--- config.mk ---
export PLATFORM = sky130hd
export DESIGN_NAME = hazard_unit_param
export DESIGN_NICKNAME = d
export VERILOG_FILES = /design/src/rtl/hazard_unit_param_pkg.sv /design/src/rtl/hazard_unit_param_fwd_match.sv /design/src/rtl/hazard_unit_param.sv
export SDC_FILE = /design/constraint.sdc
export NUM_CORES = 1
export LEC_CHECK = 0
export ABC_AREA = 1
export CAP_MARGIN = 20
export CORE_AREA = 2 2 91 93
export CTS_CLUSTER_DIAMETER = 60
export DETAILED_ROUTE_END_ITERATION = 6
export DIE_AREA = 0 0 93 95
export PLACE_DENSITY_LB_ADDON = 0.15
export SYNTH_ARGS = -nofsm -noshare
export SYNTH_HDL_FRONTEND = slang
export SYNTH_HIERARCHICAL = 1
export SYNTH_SLANG_ARGS = --single-unit
export TNS_END_PERCENT = 5
--- constraint.sdc ---
create_clock -name clk -period 4.15 [get_ports clk]
set_input_delay 0.83 -clock clk [delete_from_list [all_inputs] [get_ports clk]]
set_output_delay 0.83 -clock clk [all_outputs]
set_load 0.005 [all_outputs]
--- src/rtl/hazard_unit_param_pkg.sv ---
// Shared types for the parametrised LC-3b operand-hazard unit.
//   lc3b_hz_state : load-use stall FSM states
//   fwd_width()   : bits needed to encode "regfile or stage 1..n"
package hazard_unit_param_pkg;

  typedef enum logic {
    RUN      = 1'b0,
    MEM_WAIT = 1'b1
  } lc3b_hz_state;

  // Forward select encodes 0 (regfile) plus stages 1..num_fwd.
  function automatic int fwd_width(input int num_fwd);
    return $clog2(num_fwd + 1);
  endfunction

endpackage

--- src/rtl/hazard_unit_param_fwd_match.sv ---
// One source operand compared against every forwarding stage.
// Ports:
//   src_addr  : source register address
//   src_vld   : source actually reads a register
//   dst_addr  : destination address per stage, stage k at [(k-1)*REG_AW +: REG_AW]
//   dst_wr    : stage k writes the regfile, bit k-1
//   fwd_sel   : 0 = regfile, k = youngest matching stage k
module hazard_fwd_match #(
  parameter int NUM_FWD     = 2,
  parameter int REG_AW      = 3,
  parameter int ZERO_REG_EN = 0,
  parameter int FWD_W       = 2
) (
  input  logic [REG_AW-1:0]         src_addr,
  input  logic                      src_vld,
  input  logic [NUM_FWD*REG_AW-1:0] dst_addr,
  input  logic [NUM_FWD-1:0]        dst_wr,
  output logic [FWD_W-1:0]          fwd_sel
);

  logic zero_blk;

  always_comb begin
    fwd_sel  = '0;
    zero_blk = (ZERO_REG_EN != 0) && (src_addr == '0);
    if (src_vld && !zero_blk) begin
      // Walk oldest to youngest so the youngest (smallest k) match overwrites.
      for (int k = NUM_FWD; k >= 1; k--) begin
        if (dst_wr[k-1] && (dst_addr[(k-1)*REG_AW +: REG_AW] == src_addr)) begin
          fwd_sel = FWD_W'(k);
        end
      end
    end
  end

endmodule

--- src/rtl/hazard_unit_param.sv ---
// Operand-hazard unit: forwarding selects for NUM_SRC sources against NUM_FWD
// downstream stages, plus a load-use stall FSM that waits for the memory
// response, honours flush and flags a sticky timeout.
// Ports:
//   clk, rst_n   : clock, asynchronous active-low reset
//   src_addr/vld : source register addresses (slot s at [s*REG_AW +: REG_AW]) and valids
//   dst_addr/wr  : destination address / regfile-write per stage (stage k at index k-1)
//   mem_rd       : MEM-stage instruction is a load
//   mem_resp     : memory response for the MEM-stage access
//   flush        : pipeline flush
//   fwd_sel      : per source, 0 = regfile, k = forward from stage k
//   stall        : hold IF/ID/EX, bubble into MEM
//   timeout_err  : sticky, MEM_WAIT reached STALL_TMO cycles
//   stall_cnt    : saturating count of stalled cycles
// No valid/ready handshakes here: mem_resp is a single-cycle strobe that
// completes the outstanding stage-1 access in the cycle it is high.
module hazard_unit_param
  import hazard_unit_param_pkg::*;
#(
  parameter int NUM_SRC     = 2,
  parameter int NUM_FWD     = 2,
  parameter int REG_AW      = 3,
  parameter int ZERO_REG_EN = 0,
  parameter int STALL_TMO   = 255,
  localparam int FWD_W      = fwd_width(NUM_FWD)
) (
  input  logic                      clk,
  input  logic                      rst_n,
  input  logic [NUM_SRC*REG_AW-1:0] src_addr,
  input  logic [NUM_SRC-1:0]        src_vld,
  input  logic [NUM_FWD*REG_AW-1:0] dst_addr,
  input  logic [NUM_FWD-1:0]        dst_wr,
  input  logic                      mem_rd,
  input  logic                      mem_resp,
  input  logic                      flush,
  output logic [NUM_SRC*FWD_W-1:0]  fwd_sel,
  output logic                      stall,
  output logic                      timeout_err,
  output logic [31:0]               stall_cnt
);

  localparam int CNT_W = $clog2(STALL_TMO + 1);
  localparam logic [CNT_W-1:0] TMO = CNT_W'(STALL_TMO);

  logic [NUM_SRC*FWD_W-1:0] sel_raw;
  logic [NUM_SRC-1:0]       src_hit1;
  logic                     lu;

  lc3b_hz_state     state, state_nxt;
  logic [CNT_W-1:0] wait_cnt, wait_nxt;
  logic             stall_c;

  // ---------------- forwarding ----------------
  for (genvar s = 0; s < NUM_SRC; s++) begin : g_src
    hazard_fwd_match #(
      .NUM_FWD     (NUM_FWD),
      .REG_AW      (REG_AW),
      .ZERO_REG_EN (ZERO_REG_EN),
      .FWD_W       (FWD_W)
    ) u_match (
      .src_addr (src_addr[s*REG_AW +: REG_AW]),
      .src_vld  (src_vld[s]),
      .dst_addr (dst_addr),
      .dst_wr   (dst_wr),
      .fwd_sel  (sel_raw[s*FWD_W +: FWD_W])
    );
    // Stage 1 is the youngest, so a select of 1 means "matches the MEM stage".
    assign src_hit1[s] = (sel_raw[s*FWD_W +: FWD_W] == FWD_W'(1));
  end

  assign lu      = mem_rd && (|src_hit1);
  assign fwd_sel = rst_n ? sel_raw : '0;

  // ---------------- load-use FSM ----------------
  always_comb begin
    state_nxt = state;
    wait_nxt  = wait_cnt;
    stall_c   = 1'b0;
    case (state)
      RUN: begin
        if (lu && !mem_resp && !flush) begin
          stall_c   = 1'b1;
          state_nxt = MEM_WAIT;
          wait_nxt  = CNT_W'(1);
        end
      end
      MEM_WAIT: begin
        if (mem_resp || flush) begin
          state_nxt = RUN;
          wait_nxt  = '0;
        end else begin
          stall_c = 1'b1;
          if (wait_cnt != TMO) wait_nxt = wait_cnt + CNT_W'(1);
        end
      end
      default: begin
        state_nxt = RUN;
        wait_nxt  = '0;
      end
    endcase
  end

  // Gated by rst_n so stall drops the instant reset asserts, even if the
  // load-use inputs are still present.
  assign stall = stall_c && rst_n;

  always_ff @(posedge clk or negedge rst_n) begin
    if (!rst_n) begin
      state       <= RUN;
      wait_cnt    <= '0;
      timeout_err <= 1'b0;
      stall_cnt   <= '0;
    end else begin
      state    <= state_nxt;
      wait_cnt <= wait_nxt;
      // Flag on the edge where the wait count reaches the limit.
      if (state_nxt == MEM_WAIT && wait_nxt == TMO) timeout_err <= 1'b1;
      if (stall_c && stall_cnt != 32'hFFFF_FFFF) stall_cnt <= stall_cnt + 32'd1;
    end
  end

endmodule

==> out/summary.txt <==
DETAILED ROUTING
-------------------------------------------------------------------------------------------------
Remaining design rule violation count                                                           0
Remaining antenna violation count after routing                                                 0
Vias per std cell                                                                           4.720
Routed wire length per instance                                                          12.15 um
Total Routed Length                                                                       7883 um
Detailed Routing Iterations Pass 1                                                              4
1st-iter DRT viols                                                                            132
Number of vias in the routed layout                                                          3063

DIE
-------------------------------------------------------------------------------------------------
# rows                                                                                         33
Floorplan Core Area                                                                     7928 um^2
Number of primary I/O pins                                                                     59
Width of the die                                                                            93 um
Initial Utilization                                                                        40.50%
Die area                                                                                8835 um^2
Die height                                                                                  95 um

POWER
-------------------------------------------------------------------------------------------------
Leakage                                                                                  1.875 nW
Peak supply drop                                                                        0.1912 mV
Power density relative to cell area                                                  337.5 nW/um^2
Power consumption                                                                        1.338 mW

SYNTH
-------------------------------------------------------------------------------------------------
Most common cell in the synthesized netlist                                          sky130_fd_sc_hd__nand2_1
Main combinational cell family by area after synthesis                               simple AND/OR/NAND/NOR gates
Post-synth top cells                                                                 sky130_fd_sc_hd__nand2_1, sky130_fd_sc_hd__inv_1, sky130_fd_sc_hd__nor2_1, sky130_fd_sc_hd__dfrtp_1, sky130_fd_sc_hd__nand3_1
Cell type with the largest total area after synthesis                                sky130_fd_sc_hd__dfrtp_1
Compound-Gate Fraction of Synth Area                                                       7.989%
Yosys warns                                                                                     6
Post-synthesis area per instance                                                       6.647 um^2
Synthesized area                                                                        3211 um^2
Synthesized-area fraction occupied by xor and xnor cells                                   5.729%
Synthesized net count                                                                         506
Total of flip-flops plus latches after synthesis                                               42
Ys flop type                                                                         sky130_fd_sc_hd__dfrtp_1
Number of flops mapped to enable cells by yosys                                                 0
Share of synthesized area occupied by flip-flops and latches                               32.74%
Number of distinct library cell variants in the gate-level netlist after synthesis             30
Share of cell area taken by muxes after synthesis                                              0%
Synthesized instance count                                                                    483
Top post-synthesis cells by area                                                     sky130_fd_sc_hd__dfrtp_1, sky130_fd_sc_hd__nand2_1, sky130_fd_sc_hd__inv_1
Simple-gate area share of the yosys netlist                                                40.76%
Proportion of synthesized flip-flops having asynchronous set or reset                      100.0%
Area share of the largest cell type after synthesis                                        32.74%
Adder-cell share of the synthesized area                                                  0.7794%

FINISH
-------------------------------------------------------------------------------------------------
Share of post-route cells with drive strength above 1                                      11.21%
Synth-to-Final Area Change                                                                 23.50%
Register area                                                                           1051 um^2
Nets@finish                                                                                   566
Antenna diode count                                                                             0
Fillers                                                                                       826
Multi-input gate area in the final layout                                               1782 um^2
Final Cell Area                                                                         3965 um^2
Post-layout util                                                                           50.02%

SETUP PATH
-------------------------------------------------------------------------------------------------
Cell repeated most along the worst path                                              sky130_fd_sc_hd__nand2_1
Minimum setup slack among reg-to-reg paths                                                1.98 ns
Register-to-Register Path Depth                                                                 9
Max incr delay on CP                                                                      0.53 ns
Number of buffer and inverter stages on the critical path                                       4
CP startpoint kind                                                                      input pin
Data arrival time at the worst-slack endpoint                                             2.83 ns
Startpoint of the worst-slack reg-to-reg timing path                                 stall_cnt[0]$_DFFE_PN0P_
Type of the worst setup path                                                         input pin to output pin
Worst R2R End                                                                        stall_cnt[5]$_DFFE_PN0P_
Worst path cell trace                                                                clkdlybuf4s50_1, inv_1, a21boi_0, nand2_1, nor2_1, nor2_1, inv_1, nand2_1, nand2_1, nand2_2, a21boi_0, clkdlybuf4s50_1
Largest delay share family, worst path                                               buffers and inverters
Type of destination of the critical path                                               output pin
Worst Path Max Fanout                                                                           7
Slowest stage cell on the critical path                                              sky130_fd_sc_hd__clkdlybuf4s50_1
Required time of the critical path                                                        3.32 ns

CLOCKING
-------------------------------------------------------------------------------------------------
Clock latency on the worst-skew pair                                                      0.30 ns
Setup Buffers After CTS                                                                         0
CTS resizes                                                                                     0
Clock slew at the register clock pins of the worst setup and hold paths                   0.09 ns
Maximum count of clock buffers along a single path                                              2
Number of hold buffers added after cts                                                          0
CTS sink count                                                                                 42
Count of H-tree levels built during CTS                                                         2
Library cell used as clock root buffer                                               sky130_fd_sc_hd__clkbuf_8
CTS tree                                                                                      yes
Number of clock buffers inserted by TritonCTS                                                   5

GLOBAL ROUTING
-------------------------------------------------------------------------------------------------
Overall global routing resource usage                                                      19.21%
Initial antenna violation count                                                                 0
Number of global-route vias before repair                                                    2937
Total global routing overflow                                                                   0
Largest net degree at the start of global routing                                              48
Global-route wire length before repair                                                   13590 um

PLACEMENT
-------------------------------------------------------------------------------------------------
Placement-stage cell area                                                               3870 um^2
Input/output buffers                                                                           58
RD Place Congestion                                                                        0.8823
DP Wirelength                                                                             6207 um

TIMING
-------------------------------------------------------------------------------------------------
Share of the cycle needed by the critical path after routing                               88.08%
RSZ-0062 raised after global routing                                                           no
Fin crit period                                                                          3.655 ns
Count of endpoints failing setup in the final report                                            0
Actual transition at the worst max-transition pin                                       0.5792 ns
Final sum of negative setup slack                                                            0 ns
Maximum clock frequency                                                                0.2736 GHz
Slew Viols, Final                                                                               0
Clock skew                                                                            0.007445 ns
Slew HR                                                                                    61.38%
Final-layout worst hold slack                                                           0.4792 ns
Final hold violation count                                                                      0

FLOW RUN
-------------------------------------------------------------------------------------------------
Max Cap Violations                                                                              0

RUN STATUS
-------------------------------------------------------------------------------------------------
Result of the run                                                                    complete, no violations

HOLD PATH
-------------------------------------------------------------------------------------------------
Start point of the worst hold path                                                   timeout_err$_DFFE_PN0P_
Hold-critical path depth                                                                        2
WHS Endpoint                                                                         timeout_err$_DFFE_PN0P_
HP Class                                                                             register to register

-- tightest hold or removal path, delay by kind of cell, from the launching register on --
family,cells,cell delay (ns)
simple gates,1,0.06
buf+inv,1,0.04
flops,1,0.35
-- registers in the layout (all words and copies together), names as in the netlist --
name,cells
stall_cnt,32
state,1
timeout_err,1
wait_cnt,8
-- power breakdown --
part | internal (mW) | switching [mW]
logic | 0.242 | 0.220
registers | 0.487 | 0.109
clock network | 0.134 | 0.146
-- placed cells by master, fill, tap and decap left out, drive strengths merged --
cell / instances
a21boi: 5
a21oi: 2
buf: 3
clkbuf: 6
clkdlybuf4s50: 57
clkinv: 1
clkinvlp: 1
dfrtp: 42
ha: 2
inv: 84
nand2: 171
nand3: 32
nand3b: 1
nand4: 5
nor2: 56
nor3: 21
o21ai: 32
o21bai: 1
or2: 1
xnor2: 1
xor2: 20
-- metrics by stage --
step                      worst slack [ns]  instances
after floorplan                      1.659        483
after global routing                0.2666        649
after CTS                           0.4964        649
after global placement              0.5408        641
final                               0.4946        649
after detailed placement            0.5024        641
-- layer usage --
layer  up-vias  wire (um)  global-route usage, %  share of wire (%)
met4         0        104                  4.412                1.3
li1       1596          -                      -                  -
met5         -          0                      0                  0
met2        66       3862                  34.18                 49
met1      1391       3571                  24.40                 45
met3        10        345                  3.272                4.4
-- how the worst max path moves through the flow --
stage | startpoint | to | slack (ns) | depth (start not counted)
floorplan | dst_addr[2] | stall | 1.66 | 10
global placement | dst_addr[2] | stall | 0.54 | 12
detailed placement | dst_addr[2] | stall | 0.50 | 12
CTS | dst_addr[2] | stall | 0.50 | 12
global route | dst_addr[2] | stall | 0.27 | 12
finish | dst_addr[2] | stall | 0.49 | 12
-- logic make-up after synthesis --
| logic type | Yosys count |
|---|---|
| adders and majority gates | 2 |
| buffers and inverters | 91 |
| and+or+nand+nor | 287 |
| AOI/OAI and AO/OA | 40 |
| DFF | 42 |
| xor gates and xnor gates | 21 |
-- layout make-up --
class,count,area share (%)
timing repair buffer,60,14.89
multi-input combinational,350,44.94
clock buffer,6,2.083
clock inverter,2,0.3156
inverter,84,7.952
sequential,42,26.51
tap,105,3.313
(Power assumes the default switching activity.)
